--- src/rtl/mac_pre_sequencer.sv ---
// ----------------------------------------------------------------------------
// mac_pre_sequencer
//   Runs one MAC pre-processing instruction at a time. It accepts the
//   instruction, loads WFM beats into lanes one at a time, then streams IFM
//   beats to all lanes. Completion is reported over a done valid/ready
//   handshake.
//
//   The block owns the FIFO pop strobes, the one-hot per-lane WFM valid, the
//   lane IFM valid, and the latched datatype configuration that feeds the
//   decoders. All control outputs are combinational from state, counters and
//   inputs, so no handshake adds latency.
//
//   Optional feature macro: MAC_PRE_SEQ_BACK2BACK_EN
//     defined   : in DONE, instruction_ready follows done_ready. A new
//                 instruction can be accepted in the same cycle the done
//                 handshake completes, so there is no idle bubble.
//     undefined : instruction_ready is high only in IDLE. One idle cycle
//                 separates consecutive instructions.
// ----------------------------------------------------------------------------
module mac_pre_sequencer #(
    parameter int NUM_LANE = 64,
    parameter int W_LANE   = 7,
    parameter int W_CNT    = 16,
    parameter int W_DTYPE  = 2
) (
    input  logic                i_clk,
    input  logic                i_reset,

    // instruction port
    output logic                seq_o_instruction_ready,
    input  logic                seq_i_instruction_valid,
    input  logic [W_DTYPE-1:0]  seq_i_ifm_datatype,
    input  logic [W_DTYPE-1:0]  seq_i_wfm_datatype,
    input  logic [W_LANE-1:0]   seq_i_wfm_lane_num,
    input  logic [W_CNT-1:0]    seq_i_ifm_beat_num,

    // latched decoder configuration
    output logic [W_DTYPE-1:0]  seq_o_ifm_datatype,
    output logic [W_DTYPE-1:0]  seq_o_wfm_datatype,

    // WFM path
    input  logic                seq_i_wfm_fifo_valid,
    output logic                seq_o_wfm_fifo_ready,
    output logic [NUM_LANE-1:0] seq_o_wfm_lane_valid,

    // IFM path
    input  logic                seq_i_ifm_fifo_valid,
    output logic                seq_o_ifm_fifo_ready,
    input  logic                seq_i_lane_ifm_ready,
    output logic                seq_o_lane_ifm_valid,

    // completion
    output logic                seq_o_done,
    input  logic                seq_i_done_ready,
    output logic                seq_o_busy
);

    typedef enum logic [1:0] {
        ST_IDLE       = 2'd0,
        ST_LOAD_WFM   = 2'd1,
        ST_STREAM_IFM = 2'd2,
        ST_DONE       = 2'd3
    } state_e;

    // Largest lane count a request is allowed to reload
    localparam logic [W_LANE-1:0]   LANE_MAX = W_LANE'(NUM_LANE);
    // Lane 0 write strobe; shifted by lane_cnt to address a lane
    localparam logic [NUM_LANE-1:0] LANE_ONE = NUM_LANE'(1);

    state_e               state_q,     state_d;
    logic [W_LANE-1:0]    lane_cnt_q,  lane_cnt_d;
    logic [W_LANE-1:0]    lane_num_q,  lane_num_d;
    logic [W_CNT-1:0]     beat_cnt_q,  beat_cnt_d;
    logic [W_CNT-1:0]     beat_num_q,  beat_num_d;
    logic [W_DTYPE-1:0]   ifm_dtype_q, ifm_dtype_d;
    logic [W_DTYPE-1:0]   wfm_dtype_q, wfm_dtype_d;

    logic [W_LANE-1:0]    lane_num_clamped;
    logic                 instr_accept;
    logic                 wfm_hs;
    logic                 ifm_hs;
    logic                 done_hs;
    logic                 lane_last;
    logic                 beat_last;

    // Clamp oversize lane requests to the physical lane count
    always_comb begin
        lane_num_clamped = (seq_i_wfm_lane_num > LANE_MAX) ? LANE_MAX : seq_i_wfm_lane_num;
    end

    // Handshake qualifiers and last-item detection for the two counters
    always_comb begin
        instr_accept = seq_o_instruction_ready & seq_i_instruction_valid;
        wfm_hs       = (state_q == ST_LOAD_WFM) & seq_i_wfm_fifo_valid;
        ifm_hs       = (state_q == ST_STREAM_IFM) & seq_i_ifm_fifo_valid & seq_i_lane_ifm_ready;
        done_hs      = (state_q == ST_DONE) & seq_i_done_ready;
        // lane_num_q / beat_num_q are non-zero whenever their state is active,
        // so the minus-one never underflows where it is used
        lane_last    = (lane_cnt_q == (lane_num_q - W_LANE'(1)));
        beat_last    = (beat_cnt_q == (beat_num_q - W_CNT'(1)));
    end

    // Combinational control outputs decoded from state, counters and inputs
    always_comb begin
        // NOTE: every output gets a default before the case; a path that
        // leaves one unassigned would infer a latch.
        seq_o_instruction_ready = 1'b0;
        seq_o_wfm_fifo_ready    = 1'b0;
        seq_o_wfm_lane_valid    = '0;
        seq_o_ifm_fifo_ready    = 1'b0;
        seq_o_lane_ifm_valid    = 1'b0;
        seq_o_done              = 1'b0;

        unique case (state_q)
            ST_IDLE: begin
                seq_o_instruction_ready = 1'b1;
            end
            ST_LOAD_WFM: begin
                seq_o_wfm_fifo_ready = 1'b1;
                if (seq_i_wfm_fifo_valid) begin
                    seq_o_wfm_lane_valid = LANE_ONE << lane_cnt_q;
                end
            end
            ST_STREAM_IFM: begin
                // Pop the IFM FIFO only when the lanes take the beat
                seq_o_lane_ifm_valid = seq_i_ifm_fifo_valid;
                seq_o_ifm_fifo_ready = seq_i_lane_ifm_ready;
            end
            ST_DONE: begin
                seq_o_done = 1'b1;
`ifdef MAC_PRE_SEQ_BACK2BACK_EN
                seq_o_instruction_ready = seq_i_done_ready;
`endif
            end
            default: begin
            end
        endcase
    end

    assign seq_o_busy         = (state_q != ST_IDLE);
    assign seq_o_ifm_datatype = ifm_dtype_q;
    assign seq_o_wfm_datatype = wfm_dtype_q;

    // Next-state, counter and instruction-latch logic
    always_comb begin
        state_d     = state_q;
        lane_cnt_d  = lane_cnt_q;
        lane_num_d  = lane_num_q;
        beat_cnt_d  = beat_cnt_q;
        beat_num_d  = beat_num_q;
        ifm_dtype_d = ifm_dtype_q;
        wfm_dtype_d = wfm_dtype_q;

        unique case (state_q)
            ST_IDLE: begin
                // Leaving IDLE happens only through the acceptance below
            end
            ST_LOAD_WFM: begin
                if (wfm_hs) begin
                    if (lane_last) begin
                        lane_cnt_d = '0;
                        state_d    = (beat_num_q != '0) ? ST_STREAM_IFM : ST_DONE;
                    end else begin
                        lane_cnt_d = lane_cnt_q + W_LANE'(1);
                    end
                end
            end
            ST_STREAM_IFM: begin
                if (ifm_hs) begin
                    if (beat_last) begin
                        beat_cnt_d = '0;
                        state_d    = ST_DONE;
                    end else begin
                        beat_cnt_d = beat_cnt_q + W_CNT'(1);
                    end
                end
            end
            ST_DONE: begin
                if (done_hs) begin
                    state_d = ST_IDLE;
                end
            end
            default: begin
                state_d = ST_IDLE;
            end
        endcase

        // Acceptance is possible in IDLE, or in DONE during the done
        // handshake when back-to-back issue is enabled. It overrides the
        // DONE->IDLE step so the new instruction starts immediately.
        if (instr_accept) begin
            ifm_dtype_d = seq_i_ifm_datatype;
            wfm_dtype_d = seq_i_wfm_datatype;
            lane_num_d  = lane_num_clamped;
            beat_num_d  = seq_i_ifm_beat_num;
            lane_cnt_d  = '0;
            beat_cnt_d  = '0;
            if (lane_num_clamped != '0) begin
                state_d = ST_LOAD_WFM;
            end else if (seq_i_ifm_beat_num != '0) begin
                state_d = ST_STREAM_IFM;
            end else begin
                state_d = ST_DONE;
            end
        end
    end

    // State register; reset aborts any instruction in flight and drops partial loads
    always_ff @(posedge i_clk or posedge i_reset) begin
        // NOTE: sequential state uses non-blocking assignments, so every flop
        // samples its pre-edge value regardless of statement order.
        if (i_reset) begin
            state_q     <= ST_IDLE;
            lane_cnt_q  <= '0;
            lane_num_q  <= '0;
            beat_cnt_q  <= '0;
            beat_num_q  <= '0;
            ifm_dtype_q <= '0;
            wfm_dtype_q <= '0;
        end else begin
            state_q     <= state_d;
            lane_cnt_q  <= lane_cnt_d;
            lane_num_q  <= lane_num_d;
            beat_cnt_q  <= beat_cnt_d;
            beat_num_q  <= beat_num_d;
            ifm_dtype_q <= ifm_dtype_d;
            wfm_dtype_q <= wfm_dtype_d;
        end
    end

    // Structural invariants of the control outputs
    a_lane_valid_onehot: assert property (
        @(posedge i_clk) disable iff (i_reset) $onehot0(seq_o_wfm_lane_valid));
    a_pops_exclusive: assert property (
        @(posedge i_clk) disable iff (i_reset) !(seq_o_wfm_fifo_ready && seq_o_ifm_fifo_ready));
    a_lane_cnt_in_range: assert property (
        @(posedge i_clk) disable iff (i_reset)
        (state_q == ST_LOAD_WFM) |-> (lane_cnt_q < lane_num_q));
    a_beat_cnt_in_range: assert property (
        @(posedge i_clk) disable iff (i_reset)
        (state_q == ST_STREAM_IFM) |-> (beat_cnt_q < beat_num_q));

endmodule
--- config.mk ---
export PLATFORM = sky130hd
export DESIGN_NAME = mac_pre_sequencer
export DESIGN_NICKNAME = d
export VERILOG_FILES = /design/src/rtl/mac_pre_sequencer.sv
export SDC_FILE = /design/constraint.sdc
export NUM_CORES = 1
export LEC_CHECK = 0
export BUFFER_PORTS_ARGS = -buffer_cell sky130_fd_sc_hd__buf_2
export CORE_ASPECT_RATIO = 0.75
export CORE_UTILIZATION = 30
export DETAILED_ROUTE_END_ITERATION = 7
export PLACE_DENSITY_LB_ADDON = 0.3
export SYNTH_ARGS = -nofsm -noshare
export SYNTH_HDL_FRONTEND = slang
export SYNTH_SLANG_ARGS = --single-unit
--- constraint.sdc ---
create_clock -name i_clk -period 9.5 [get_ports i_clk]
set_clock_uncertainty 0.2 [all_clocks]
set_input_delay 1.425 -clock i_clk [delete_from_list [all_inputs] [get_ports i_clk]]
set_output_delay 1.425 -clock i_clk [all_outputs]
set_load 0.05 [all_outputs]
# After elaboration in Yosys (flattened, before gate mapping)
# Index checks and enable logic that the tools add are counted.
dict set report classes {
  add_sub_neg 4
  magnitude_cmp 1
  eq_ne 10
  bitwise_logic 5
  reduce_logical 13
  mux 26
  n_shift 1
}
# op n
set ops {}
lappend ops {{64-bit 2-to-1 mux} 2}
lappend ops {{16-bit 2-to-1 mux} 4}
lappend ops {{1-bit by 7-bit left shift with 64-bit output (first input constant)} 1}
lappend ops {{7-bit 2-to-1 mux} 5}
lappend ops {{16-bit nonzero test} 2}
lappend ops {{16-bit by 1-bit adder with 16-bit output (second input constant)} 1}
lappend ops {{16-bit == test} 1}
lappend ops {{16-bit by 1-bit subtractor with 16-bit output (second input constant)} 1}
lappend ops {{3-bit inequality test (second input constant)} 5}
lappend ops {{2-bit 2-to-1 mux} 7}
lappend ops {{2-bit nonzero test} 5}
lappend ops {{7-bit by 1-bit adder with 7-bit output (second input constant)} 1}
lappend ops {{7-bit == test} 1}
lappend ops {{7-bit > comparator (second input constant)} 1}
lappend ops {{1-bit 2-to-1 mux} 7}
lappend ops {{7-bit nonzero test} 1}
lappend ops {{7-bit by 1-bit subtractor with 7-bit output (second input constant)} 1}
lappend ops {{2-bit case mux with 3 select lines} 1}
lappend ops {{6-bit AND reduction} 1}
lappend ops {{1-bit AND} 5}
lappend ops {{2-bit == test (second input constant)} 2}
lappend ops {{2-bit AND reduction} 2}
lappend ops {{4-bit nonzero test} 1}
lappend ops {{2-bit by 1-bit == test with 1-bit output (second input constant)} 1}
lappend ops {{2-bit zero test} 1}
dict set report totals {
  output_inout_bits 74
  in_bits 34
  word_cells 67
  regBits 52
}

# Depth between registers and ports, before layout
dict set report logic_depth {
  word_depth 6
  ltp_mapped 11
  mapped_depth_nobuf 10
}

# Worst setup path before layout
# No wires, ideal clock.
dict set report synth_path {
  path_type {input port to output port}
  startpoint {input seq_i_wfm_fifo_valid}
  endpoint {output seq_o_wfm_lane_valid[10]}
  path_stages 6
  t_required_ns 7.875
  path_slack_ns 5.003
  arrival_time_ns 2.872
  n_path_buf 2
  cell_sequence {nand2_1 > nor3_1 > nand2b_1 > clkbuf_1 > clkbuf_1 > nor2_1}
}
dict set report synth_between {
  elab_chain_len 2
}
# element line
set synth_rtl {}
lappend synth_rtl {{from (decl)} 42} ;# input logic seq_i_wfm_fifo_valid,
lappend synth_rtl {{64-bit 2-to-1 mux} 120} ;# if (seq_i_wfm_fifo_valid) begin
lappend synth_rtl {{64-bit 2-to-1 mux} 114} ;# unique case (state_q)
lappend synth_rtl {{to (decl)} 44} ;# output logic [NUM_LANE-1:0] seq_o_wfm_lane_valid,
# Every way passes these cells.

# Final worst setup path
dict set report layout_path {
  startpoint {input seq_i_wfm_fifo_valid}
  endpoint {output seq_o_wfm_lane_valid[56]}
}
# The elaborated chain is that of the path after synthesis.

==> metrics.txt <==
status=finished, final reports clean; buffers added on ports=107; first-pass GRT wire length=16.70 mm; final core occ=0.3851; CTS root buffer=clkbuf_16; maximum capacitance violations=0; Sequential Power Share=0.340; total track usage=0.1651; Post-Syn Area=3622 um^2; synthesis-stage register bit count=between 50 and 60; DR vias/cell=4.907; placed insts=~730; unrepaired setup endpoints after global routing=no; slowest CP cell=nand3_1; clock power share=0.224; Max Slew Vio Count=0; Syn Inst Count=just under 500; pre-CTS WS=5.112 ns; Switch Pwr=0.5050 mW; async set-reset flop share out of synthesis=1.000; Total Neg Setup Slack=0 ns; IO Pins=108; CP max FO=16; Remaining DRCs=0; CTS tree=done; routed vias=3626; Synth Warn #=0; Starting Density=0.3096; Seq/Total Area, Yosys=0.3592; fillers=1246; Num CTS Buffers=5; grt total ovfl=0; Final setup viols=0; post-detailed-route wirelength per cell=between 10 and 15 um; CP cell instances=buf_2 -> nand2_1 -> nor2_1 -> nand3_1 -> nor2_1 -> buf_2; synth top area cells=dfrtp_1 36%, nor2_1 10%, nand2_1 10%; setup slack after layout=5.066 ns; Reg clk slew, reported paths=0.07 ns; cell internal pwr=between 0.6 and 0.7 mW; WP data required=7.88 ns; routability cong.=0.8067; FP Rows=34; antenna-violating nets left=0; Die X=128.9 um; syn avg cell area=approximately 7.5 um^2; vias in the first global route=between 3000 and 4000; Placeable Area=roughly 12000 um^2; PwrDens=254.5 nW/um^2; Post-CTS Setup Bufs=0; clk buf depth=2; worst min path class=reg2reg; Arr. time, crit path=2.81 ns; critical path class=in2out; post-cts gate resize count=0; Peak VDD IR=0.0001849 V; dominant synthesized flop cell=dfrtp_1; library cells used by synthesis=50; Clock Sinks=52; Crit path largest cell delay=0.43 ns; Worst slew margin=0.3830; Die Area=12520 um^2; synth-to-layout area growth=24.39%; H-tree Lvls=2; design area=4506 um^2; initial antenna violation count=0; Leak=between 2 and 2.5 nW; Iter 0 DRT Violations=142; Layout Nets=620; WL final=9.869 mm; layout cells sized above 1=0.2253; pin count of the biggest net entering global routing=53; Ant. Diodes=0; area leader, netlist=dfrtp_1; Skew-Pair Late Insertion Delay=roughly 0.29 ns; Synth top area share=0.3592; Pre-Repair DR Iteration Count=4; kind of end point of the critical path=output pin; DIE HEIGHT=97.16 um; Worst-Margin Slew=0.9233 ns; Final Hold Vio Count=0; number of flops mapped to enable cells by yosys=0; HPWL after DPL=7.656 mm; combinational power share=0.437; switch share=0.4404; Post-Layout Cell Count=739; Placed Area=4290 um^2; hold-fix buffer count after cts=0; period utilisation layout=0.4668; CP Launch Type=input pin; Mapped Nets=526; min cycle time layout=4.434 ns; fmax=225.5 MHz
-- synthesized netlist by cell type (11+ instances only) --
master,n
nor3_1,11
nor4_1,12
nand3_1,19
nand2_1,99
clkbuf_1,20
nor2_1,101
dfrtp_1,52
a21oi_1,14
xnor2_1,16
xor2_1,22
-- through the flow --
stage	hold slack (ns)	power [mW]
2_1_floorplan	0.2668	0.7673
3_3_place_gp	0.2565	0.8773
3_5_place_dp	0.2637	0.8917
4_1_cts	0.2816	1.154
5_1_grt	0.3064	1.236
6_report	0.2788	1.147
-- power by group through the flow --
stage                     logic, mW  registers, mW  clock network [mW]
after floorplan               0.388          0.379                   0
after global placement        0.488          0.389                   0
after detailed placement      0.499          0.392                   0
after CTS                     0.502          0.389               0.263
after global routing          0.561          0.404               0.271
final                         0.501          0.389               0.256
-- worst max-delay path, delay by kind of cell --
family	cells	cell delay (ns)
AND/OR/NAND/NOR	4	0.99
buffers and inverters	2	0.39
-- final timing paths --
kind	startpoint	to	slack, ns	cells past startpoint
worst max-delay path	seq_i_wfm_fifo_valid	seq_o_wfm_lane_valid[56]	5.07	6
worst min-delay path	seq_o_ifm_datatype[1]	seq_o_ifm_datatype[1]	0.28	2
worst max register to register	beat_num_q[0]	state_q[0]	5.78	10
worst min register to register	seq_o_ifm_datatype[1]	seq_o_ifm_datatype[1]	0.28	2
max in group asynchronous	i_reset	beat_num_q[11]	7.54	3
min in group asynchronous	i_reset	lane_cnt_q[2]	1.11	3
-- layout make-up --
class / instances / area, um^2 / share of cell area
Sequential cell: 52 / 1301 / 0.2888
Clock buffer: 5 / 125.1 / 0.02777
Clock inverter: 3 / 90.09 / 0.01999
Multi-Input combinational cell: 398 / 2198 / 0.4879
Inverter: 10 / 37.54 / 0.008331
Tap cell: 162 / 202.7 / 0.04499
Timing Repair Buffer: 109 / 550.5 / 0.1222
-- cells in the final DEF (no fill, tap or decap), types with 4 or more instances in the layout --
| cell type | instances |
|---|---|
| a211oi_1 | 4 |
| a21oi_1 | 14 |
| and2_1 | 6 |
| and3_1 | 6 |
| buf_2 | 107 |
| clkbuf_16 | 5 |
| dfrtp_1 | 52 |
| ha_1 | 10 |
| inv_1 | 9 |
| nand2_1 | 99 |
| nand2b_1 | 7 |
| nand3_1 | 19 |
| nand3b_1 | 9 |
| nand4_1 | 9 |
| nor2_1 | 101 |
| nor3_1 | 11 |
| nor4_1 | 12 |
| o21ai_0 | 10 |
| xnor2_1 | 16 |
| xor2_1 | 22 |
-- state kept, by name, indices dropped and copies added (netlist names) --
signal and cells:
seq_o_wfm_datatype 2, seq_o_ifm_datatype 2, lane_cnt_q 7, state_q 2, beat_num_q 16, lane_num_q 7
beat_cnt_q 16
-- kinds of logic after synthesis --
logic type / after synthesis / share of synthesized area
buf+inv: 32 / 0.03385
compound gates: 46 / 0.08429
flops: 52 / 0.3592
simple gates: 304 / 0.3962
xor+xnor: 38 / 0.09188
fa+ha+maj: 10 / 0.03454
-- metal layers --
layer  up-vias  wire [um]  global-route usage
met5         -          0                   0
met4         0         76             0.04344
met3         5        335             0.02478
met2        62       4344              0.2437
met1      1742       5112              0.2484
li1       1817          -                   -
Note: power is estimated with default switching activity, not from simulation.
